`src/rtl/tcm_stream_loader.sv`:
```
// Byte-stream to TCM loader: packs bytes little-endian into words and writes them to consecutive addresses.
// Optional readback verify of each written word is compiled in with `define LOADER_VERIFY_EN.
module tcm_stream_loader #(
    parameter int DATA_WIDTH = 32,
    parameter int N_ENTRIES  = 1024,
    parameter int ADDRW      = $clog2(N_ENTRIES)
) (
    input  logic                    clk_i,
    input  logic                    rst_i,
    input  logic                    start_i,
    input  logic [ADDRW-1:0]        base_i,
    input  logic [ADDRW:0]          nwords_i,
    input  logic                    s_valid_i,
    input  logic [7:0]              s_data_i,
    output logic                    s_ready_o,
    output logic                    mem_en_o,
    output logic                    mem_we_o,
    output logic [DATA_WIDTH/8-1:0] mem_be_o,
    output logic [ADDRW-1:0]        mem_addr_o,
    output logic [DATA_WIDTH-1:0]   mem_data_o,
    input  logic [DATA_WIDTH-1:0]   mem_data_i,
    input  logic                    mem_ready_i,
    output logic                    busy_o,
    output logic                    done_o,
    output logic                    err_o,
    output logic [ADDRW:0]          words_o
);

    localparam int NB = DATA_WIDTH / 8;
    localparam int KW = (NB > 1) ? $clog2(NB) : 1;
    localparam int CW = ADDRW + 1;
    localparam logic [KW-1:0] K_LAST  = KW'(NB - 1);
    localparam logic [CW-1:0] CNT_MAX = CW'(N_ENTRIES);

    typedef enum logic [2:0] {
        S_IDLE,
        S_COLLECT,
        S_WRITE,
`ifdef LOADER_VERIFY_EN
        S_VRD,
        S_VCHK,
`endif
        S_DONE
    } state_t;

    state_t              state_q, state_d;
    logic [ADDRW-1:0]    base_q, base_d;
    logic [CW-1:0]       target_q, target_d;
    logic [CW-1:0]       words_q, words_d;
    logic [KW-1:0]       k_q, k_d;
    logic [DATA_WIDTH-1:0] hold_q, hold_d;

    logic                s_ready_q, s_ready_d;
    logic                mem_en_q, mem_en_d;
    logic                mem_we_q, mem_we_d;
    logic [NB-1:0]       mem_be_q, mem_be_d;
    logic [ADDRW-1:0]    mem_addr_q, mem_addr_d;
    logic [DATA_WIDTH-1:0] mem_data_q, mem_data_d;
    logic                busy_q, busy_d;
    logic                done_q, done_d;

`ifdef LOADER_VERIFY_EN
    logic                err_q, err_d;
`endif

    always_comb begin
        state_d  = state_q;
        base_d   = base_q;
        target_d = target_q;
        words_d  = words_q;
        k_d      = k_q;
        hold_d   = hold_q;
`ifdef LOADER_VERIFY_EN
        err_d    = err_q;
`endif

        case (state_q)
            S_IDLE: begin
                if (start_i) begin
                    base_d   = base_i;
                    target_d = (nwords_i > CNT_MAX) ? CNT_MAX : nwords_i;
                    words_d  = '0;
                    k_d      = '0;
`ifdef LOADER_VERIFY_EN
                    err_d    = 1'b0;
`endif
                    state_d  = (nwords_i == '0) ? S_DONE : S_COLLECT;
                end
            end
            S_COLLECT: begin
                // s_ready_q is high for the whole of COLLECT, so this is the handshake.
                if (s_valid_i && s_ready_q) begin
                    hold_d[8*int'(k_q) +: 8] = s_data_i;
                    k_d = k_q + KW'(1);
                    if (k_q == K_LAST) begin
                        state_d = S_WRITE;
                    end
                end
            end
            S_WRITE: begin
                words_d = words_q + CW'(1);
                k_d     = '0;
`ifdef LOADER_VERIFY_EN
                state_d = S_VRD;
`else
                state_d = ((words_q + CW'(1)) == target_q) ? S_DONE : S_COLLECT;
`endif
            end
`ifdef LOADER_VERIFY_EN
            S_VRD: begin
                state_d = S_VCHK;
            end
            S_VCHK: begin
                // words_q was already advanced by the WRITE this check belongs to.
                if (mem_ready_i) begin
                    if (mem_data_i != hold_q) begin
                        err_d = 1'b1;
                    end
                    state_d = (words_q == target_q) ? S_DONE : S_COLLECT;
                end
            end
`endif
            S_DONE: begin
                state_d = S_IDLE;
            end
            default: begin
                state_d = S_IDLE;
            end
        endcase

        // Outputs are registered, so they are decoded from the next state.
        s_ready_d  = (state_d == S_COLLECT);
        done_d     = (state_d == S_DONE);
        mem_we_d   = (state_d == S_WRITE);
        mem_be_d   = (state_d == S_WRITE) ? {NB{1'b1}} : {NB{1'b0}};
        mem_addr_d = mem_addr_q;
        mem_data_d = mem_data_q;
        if (state_d == S_WRITE) begin
            mem_addr_d = base_q + words_q[ADDRW-1:0];
            mem_data_d = hold_d;
        end
`ifdef LOADER_VERIFY_EN
        mem_en_d = (state_d == S_WRITE) || (state_d == S_VRD);
        busy_d   = (state_d == S_COLLECT) || (state_d == S_WRITE) ||
                   (state_d == S_VRD) || (state_d == S_VCHK);
`else
        mem_en_d = (state_d == S_WRITE);
        busy_d   = (state_d == S_COLLECT) || (state_d == S_WRITE);
`endif
    end

    always_ff @(posedge clk_i) begin
        if (rst_i) begin
            state_q    <= S_IDLE;
            base_q     <= '0;
            target_q   <= '0;
            words_q    <= '0;
            k_q        <= '0;
            hold_q     <= '0;
            s_ready_q  <= 1'b0;
            mem_en_q   <= 1'b0;
            mem_we_q   <= 1'b0;
            mem_be_q   <= '0;
            mem_addr_q <= '0;
            mem_data_q <= '0;
            busy_q     <= 1'b0;
            done_q     <= 1'b0;
`ifdef LOADER_VERIFY_EN
            err_q      <= 1'b0;
`endif
        end else begin
            state_q    <= state_d;
            base_q     <= base_d;
            target_q   <= target_d;
            words_q    <= words_d;
            k_q        <= k_d;
            hold_q     <= hold_d;
            s_ready_q  <= s_ready_d;
            mem_en_q   <= mem_en_d;
            mem_we_q   <= mem_we_d;
            mem_be_q   <= mem_be_d;
            mem_addr_q <= mem_addr_d;
            mem_data_q <= mem_data_d;
            busy_q     <= busy_d;
            done_q     <= done_d;
`ifdef LOADER_VERIFY_EN
            err_q      <= err_d;
`endif
        end
    end

    assign s_ready_o  = s_ready_q;
    assign mem_en_o   = mem_en_q;
    assign mem_we_o   = mem_we_q;
    assign mem_be_o   = mem_be_q;
    assign mem_addr_o = mem_addr_q;
    assign mem_data_o = mem_data_q;
    assign busy_o     = busy_q;
    assign done_o     = done_q;
    assign words_o    = words_q;

`ifdef LOADER_VERIFY_EN
    assign err_o = err_q;
`else
    // Readback port is not used without verify.
    logic unused_verify;
    assign unused_verify = ^{mem_data_i, mem_ready_i};
    assign err_o = 1'b0;
`endif

endmodule

```
`config.mk`:
```
export PLATFORM = sky130hd
export DESIGN_NAME = tcm_stream_loader
export DESIGN_NICKNAME = d
export VERILOG_FILES = /design/src/rtl/tcm_stream_loader.sv
export SDC_FILE = /design/constraint.sdc
export NUM_CORES = 1
export LEC_CHECK = 0
export BUFFER_PORTS_ARGS = -buffer_cell sky130_fd_sc_hd__buf_2
export CORE_UTILIZATION = 30
export CTS_CLUSTER_DIAMETER = 60
export DETAILED_ROUTE_END_ITERATION = 16
export GPL_TIMING_DRIVEN = 1
export PLACE_DENSITY = 0.49
export REMOVE_ABC_BUFFERS = 1
export SLEW_MARGIN = 20
export SYNTH_ARGS = -nofsm -noshare
export SYNTH_HDL_FRONTEND = slang
export SYNTH_SLANG_ARGS = --single-unit
```
`constraint.sdc`:
```
create_clock -name clk_i -period 3.74 [get_ports clk_i]
set_input_delay 0.187 -clock clk_i [delete_from_list [all_inputs] [get_ports clk_i]]
set_output_delay 0.187 -clock clk_i [all_outputs]
set_load 0.02 [all_outputs]
```
==> results of run 1 <==
-- sequential cells by signal, summed over array words and instances (netlist names) --
signal,cells
done_o,1
mem_addr_o,10
s_ready_o,1
k_q,2
target_q,11
busy_o,1
words_o,11
base_q,10
hold_q,32
state_q,3
mem_data_o,32
mem_be_o,1
-- kinds of logic after synthesis --
kind of cell | after synthesis
AO/OA/AOI/OAI | 152
XOR/XNOR | 18
adder cells (fa/ha/maj) | 17
buffers and inverters | 51
flip-flops | 115
multiplexers | 2
other | 1
AND/OR/NAND/NOR | 275
-- per-stage QoR --
stage / instances / total power [uW] / util / setup WS [ns]
2_1_floorplan: 591 / 1320 / - / 0.994
3_3_place_gp: 909 / 1380 / 0.342 / 1.36
3_5_place_dp: 909 / 1380 / 0.342 / 1.32
4_1_cts: 944 / 2980 / 0.379 / 1.29
5_1_grt: 944 / 3050 / 0.379 / 1.01
6_report: 944 / 2950 / 0.379 / 1.33
-- synth_stat cells, types with 2 or more instances --
cell,n
a41oi_1,2
o21ai_0,13
buf_4,9
nand3_1,8
nand3b_1,16
o31a_1,2
ha_1,16
buf_2,13
nand4_1,3
dfxtp_1,115
o31ai_1,2
and2_1,2
nand2_1,83
a211o_1,2
clkbuf_1,19
a211oi_1,34
nor3_1,8
or3_1,3
xnor2_1,11
a21oi_1,70
o211ai_1,2
a22oi_1,7
inv_1,10
mux2i_1,2
a21o_1,6
o21a_1,2
nor2_1,133
and3_1,4
nor3b_1,3
xor2_1,7
nor4_1,2
or2_2,2
a311oi_1,2
-- worst max-delay path by stage --
stage               cells after the start                     endpoint  slack (ns)
floorplan                               5   mem_addr_o[6]$_SDFFE_PP0N_        0.99
detailed placement                      6  mem_data_o[21]$_SDFFE_PP0N_        1.32
global route                            7   mem_data_o[4]$_SDFFE_PP0N_        1.01
finish                                  6   mem_data_o[8]$_SDFFE_PP0N_        1.33
CTS                                     6  mem_data_o[17]$_SDFFE_PP0N_        1.29
global placement                        6   mem_data_o[8]$_SDFFE_PP0N_        1.36
-- per-layer routing --
layer  vias up  GRT usage
li1       2332          -
met2        97      0.223
met4         0     0.0600
met5         -          0
met1      2035      0.202
met3        16     0.0460
-- worst min-delay path, cell delays in order --
cell and delay [ns]:
buf_2 0.10, nand2_1 0.05, a21oi_1 0.05
-- power by group through the flow --
stage	sequential (uW)	clock [uW]	combinational, uW
3_5_place_dp	1270	0	106
4_1_cts	1250	1630	109
2_1_floorplan	1270	0	45.8
3_3_place_gp	1270	0	104
6_report	1250	1590	108
5_1_grt	1250	1680	121
-- cell type report --
class / count / share of cell area
Clock buffer: 20 / 0.0709
Multi-Input combinational cell: 466 / 0.409
Inverter: 10 / 0.00596
Timing Repair Buffer: 101 / 0.0846
Sequential cell: 115 / 0.365
Tap cell: 220 / 0.0437
Clock inverter: 12 / 0.0210
==> out/qor.yml, run 1 <==
setup_path:
  path_class: "reg2reg"
  critPathLaunchType: "flop"
  reg2reg_depth: 6
  rr_startpoint: "state_q[2]$_SDFF_PP0_"
  worstPathCellList: "nor2_1, and4_1, and2_2, buf_4, nor2_1, a211oi_1"
  worstSetupStartpoint: "state_q[2]$_SDFF_PP0_"
  critPathArrivalTime_ns: 2.73
  r2r_slack_ns: 1.33
  critPathCaptureType: "flop"
  slowest_stage: "and2_2"
  cpPeakStageDelay_ns: 0.73
  r2r-end: "mem_data_o[8]$_SDFFE_PP0N_"
  critPathRequiredTime_ns: 4.07
  cp_max_fo: 40
  worst-path-buf-inv: 1
  cp_top_family: "simple AND/OR/NAND/NOR gates"
  cp_common_cell: "nor2_1"
grt:
  grt_overflow: 0
  grt_pass1_vias: 4050
  grt_antenna_before_repair: 1
  grt_usage: 0.150
  grt_start_max_net_pins: 68
  grt_pass1_wl_microns: 20700
clocking:
  cts_inserted_buffers: 17
  clock_sinks: 115
  clkLatencyLatePin_ns: 0.42
  clockBufferDepth: 2
  postCtsSetupRepairBufs: 0
  tritoncts: "done"
  path_clk_slew_ns: 0.06
  cts.htree.levels: 4
  holdBufCountCts: 3
  post_cts_resized: 0
  cts-root-buf: "clkbuf_16"
floorplanning:
  chipWidth_microns: 133
  coreArea_sq_um: 16600
  dieHeight_microns: 133
  die_area_sq_um: 17600
  num_rows: 47
  start_util: 0.307
  boundaryPins: 129
synthesis:
  avgSynthCellArea_sq_um: 8.10
  synth_edf_count: 0
  synth.top_cell.area_share: 0.450
  yosys_warnings: 0
  ys_seq_area_frac: 0.450
  synth_compound_gate_area_share: 0.186
  synthArstFlopShare: 0
  synth.cell_area_sq_um: 5110
  muxShareOfSynthArea: 0.00391
  synth_top_family_by_area: "simple AND/OR/NAND/NOR gates"
  synth-xor-area-share: 0.0308
  synth_simple_gate_area_frac: 0.238
  synth_ff_type: "dfxtp_1"
  yosysTopAreaCell: "dfxtp_1"
  synth-seq-cells: 115
  synth.distinct_cells: 51
  synth_fa_ha_area_frac: 0.0431
  syn_inst: 631
  synthTopCellsByArea: "dfxtp_1 (45%), nor2_1 (9.8%), a21oi_1 (6.9%)"
timing:
  rsz0062_at_grt: "no"
  hold_violations: 0
  fin_worst_skew_ns: 0.00928
  hold_slack_ns: 0.0191
  max_freq_mhz: 415
  max_slew_margin: 0.345
  fin_crit_sh: 0.644
  drv_slew: 0
  setup_violations: 0
  tightest_slew_ns: 0.979
  period_needed_ns: 2.41
  tns_ns: 0
pwr:
  irDropWorstVdd_mv: 0.311
  seqPwrFrac: 0.423
  p_leak_uw: 0.00252
  combPwrFrac: 0.037
  switching_share: 0.229
  p_sw_uw: 674
  p_clk_frac: 0.540
  power_density_nw_per_um2: 467
  p_int_uw: 2270
placed_design:
  place_congestion: 0.757
  port_buffers: 94
  postPlaceCellArea_sq_um: 5690
  dpl.hpwl_microns: 8900
final_layout:
  final_area_sq_um: 6300
  layout-drive-gt1-share: 0.189
  diodes: 0
  seq_area_sq_um: 2300
  fillers: 1742
  areaGrowthSynthToFinish_pct: 23.2
  final_cell_mix: "nor2_1 (133), dfxtp_1 (115), buf_2 (93)"
  final_common_cell: "nor2_1"
  multi_input_area_sq_um: 2570
  fin_nets: 794
detailed_routing:
  drt-wirelength-per-cell_microns: 13.4
  viasPerCell: 4.75
  postRouteAntennaNets: 0
  dr_wl_met2_microns: 5630
  via_count: 4480
  dr_wl_met3_microns: 552
  m1WireLength_microns: 6340
  highest_layer: "met4"
  finalWirelength_microns: 12700
  remaining_drc_errors: 0
  drtIter0Drc: 232
  first_pass_iters: 4
run_status:
  status: "complete, no violations"
worst_hold_path:
  hp-class: "in2reg"
  min_path_cells: 3
  hp-start: "base_i[9]"
  min_to: "base_q[9]$_SDFFE_PP0P_"
run:
  cap_violations: 0
Note: power is estimated with default switching activity, not from simulation.
==> run 2: changes to the inputs <==
==> constraint.sdc (replaced) <==
create_clock -name clk_i -period 2.5 [get_ports clk_i]
set_input_delay 0.125 -clock clk_i [delete_from_list [all_inputs] [get_ports clk_i]]
set_output_delay 0.125 -clock clk_i [all_outputs]
set_load 0.02 [all_outputs]
==> run 2 against run 1 <==
Net effect: global-route usage grew 0.68 points; flip-flop and latch count is the same; clock power grew 43%; largest power group unchanged; critical path depth grew 3.
==> out/qor.yml, run 2 (same netlist as run 1, synthesis figures left out) <==
setup_path:
  worst-path-buf-inv: 1  # unchanged
  critPathArrivalTime_ns: 2.64  # -0.09 ns
  worstPathCellList: "ha_1, inv_1, fa_1, nor2b_1, o21ai_0, a21oi_1, o21ai_0, a211o_1, o211ai_1"
  cp_max_fo: 8  # -80%
  cp_top_family: "compound AO/OA/AOI/OAI gates"
  cp.depth: 9  # +3
  r2r_slack_ns: 0.18  # -1.15 ns
  critPathLaunchType: "flop"
  path_class: "reg2reg"
  cpPeakStageDelay_ns: 0.49  # -0.24 ns
  reg2reg_depth: 9  # +3
  cp_common_cell: "o21ai_0"
  critPathCaptureType: "flop"
  critPathRequiredTime_ns: 2.82  # -1.25 ns
  slowest_stage: "dfxtp_1"
placed_design:
  place_congestion: 0.778  # +2.8%
  postPlaceCellArea_sq_um: 5780  # +1.6%
  port_buffers: 94  # unchanged
  dpl.hpwl_microns: 9100  # +2.3%
  dp_slack_ns: 0.226  # -1.09 ns
detailed_routing:
  via_count: 4573  # +2.1%
  viasPerCell: 4.72  # -0.45%
  remaining_drc_errors: 0  # unchanged
  postRouteAntennaNets: 0  # unchanged
  finalWirelength_microns: 13100  # +3.1%
  drt-wirelength-per-cell_microns: 13.5  # +0.52%
  first_pass_iters: 4  # unchanged
  drtIter0Drc: 246  # +6.0%
clocking:
  cts.htree.levels: 4  # unchanged
  post_cts_resized: 0  # unchanged
  cts_inserted_buffers: 17  # unchanged
  tritoncts: "done"
  clock_sinks: 115  # unchanged
  path_clk_slew_ns: 0.05  # about the same
  clockBufferDepth: 2  # unchanged
  clkLatencyLatePin_ns: 0.41  # about the same
  cts-root-buf: "clkbuf_16"
timing:
  max_freq_mhz: 432  # +3.9%
  setup_violations: 0  # unchanged
  fin_crit_sh: 0.927  # +0.283
  hold_slack_ns: 0.0229  # +0.00383 ns
  tns_ns: 0  # unchanged
  max_slew_margin: 0.531  # +0.186
  tightest_slew_ns: 0.704  # -0.275 ns
  period_needed_ns: 2.32  # -0.0905 ns
  hold_violations: 0  # unchanged
  drv_slew: 0  # unchanged
  fin_ws_ns: 0.183  # -1.15 ns
  rsz0062_at_grt: "no"
  fin_worst_skew_ns: 0.0101  # +0.000816 ns
grt:
  grt_overflow: 0  # unchanged
  grt_usage: 0.157  # +0.00682
  grt_antenna_before_repair: 1  # unchanged
  grt_start_max_net_pins: 65  # -4.4%
  grt_pass1_vias: 4285  # +5.8%
  grt_pass1_wl_microns: 21800  # +5.2%
final_layout:
  final_common_cell: "nor2_1"
  final_area_sq_um: 6540  # +3.8%
  final_cell_mix: "nor2_1 (133), dfxtp_1 (115), buf_2 (93)"
  fin_nets: 818  # +3.0%
  areaGrowthSynthToFinish_pct: 27.9
  multi_input_area_sq_um: 2570  # unchanged
  layout-drive-gt1-share: 0.193  # +0.00354
  seq_area_sq_um: 2300  # unchanged
  fillers: 1729  # -0.75%
floorplanning:
  dieHeight_microns: 133  # unchanged
  num_rows: 47  # unchanged
  coreArea_sq_um: 16600  # unchanged
  start_util: 0.307  # unchanged
  die_area_sq_um: 17600  # unchanged
  boundaryPins: 129  # unchanged
  chipWidth_microns: 133  # unchanged
pwr:
  power_density_nw_per_um2: 660  # +41%
  irDropWorstVdd_mv: 0.465  # +50%
  fin_total_pwr_uw: 4320  # +47%
  p_leak_uw: 0.00264  # +5.0%
worst_hold_path:
  min_path_cells: 3  # unchanged
  hp-class: "in2reg"
run:
  cap_violations: 0  # unchanged
run_status:
  status: "complete, no violations"
run 2: cell type report:
type	instances	share of cell area
antenna	1	0.000383
clock buffer	21	0.0719
clock inverter	10	0.0128
inverter	10	0.00574
multi-input combinational	466	0.394
sequential	115	0.352
tap	220	0.0421
timing repair buffer	125	0.121
run 2: per-stage QoR:
step,instances,util
5_1_grt,967,0.393
2_1_floorplan,591,-
4_1_cts,967,0.393
3_5_place_dp,916,0.347
6_report,968,0.393
3_3_place_gp,916,0.347
run 2: worst reg2reg max path, cell delays in order, from the launching register on:
cell and delay (ns):
dfxtp_1 0.49, ha_1 0.26, inv_1 0.07, fa_1 0.40
nor2b_1 0.12, o21ai_0 0.10, a21oi_1 0.27, o21ai_0 0.16
a211o_1 0.27, o211ai_1 0.08
run 2: what timing repair did:
item,4_1_cts,5_1_grt
hold endpoints to repair,20,0
buffers inserted,0,0
hold buffers,20,0
run 2: layer usage:
metal  track usage  wire length (microns)
met2         0.236                   5850
met3        0.0410                    435
met1         0.211                   6610
met4        0.0677                    186
met5             0                      0
run 2: final timing paths:
check | start | to
worst max register to register | words_o[0]$_SDFFE_PP0P_ | mem_addr_o[8]$_SDFFE_PP0N_
worst max-delay path | words_o[0]$_SDFFE_PP0P_ | mem_addr_o[8]$_SDFFE_PP0N_
worst min-delay path | nwords_i[3] | target_q[3]$_SDFFE_PP0P_
worst min register to register | mem_addr_o[3]$_SDFFE_PP0N_ | mem_addr_o[3]$_SDFFE_PP0N_
run 2: report_power, final:
| part | total (uW) | internal [uW] | switching [uW] |
|---|---|---|---|
| combinational | 188 | 79.4 | 109 |
| sequential | 1860 | 1850 | 13.6 |
| clock | 2270 | 1430 | 839 |
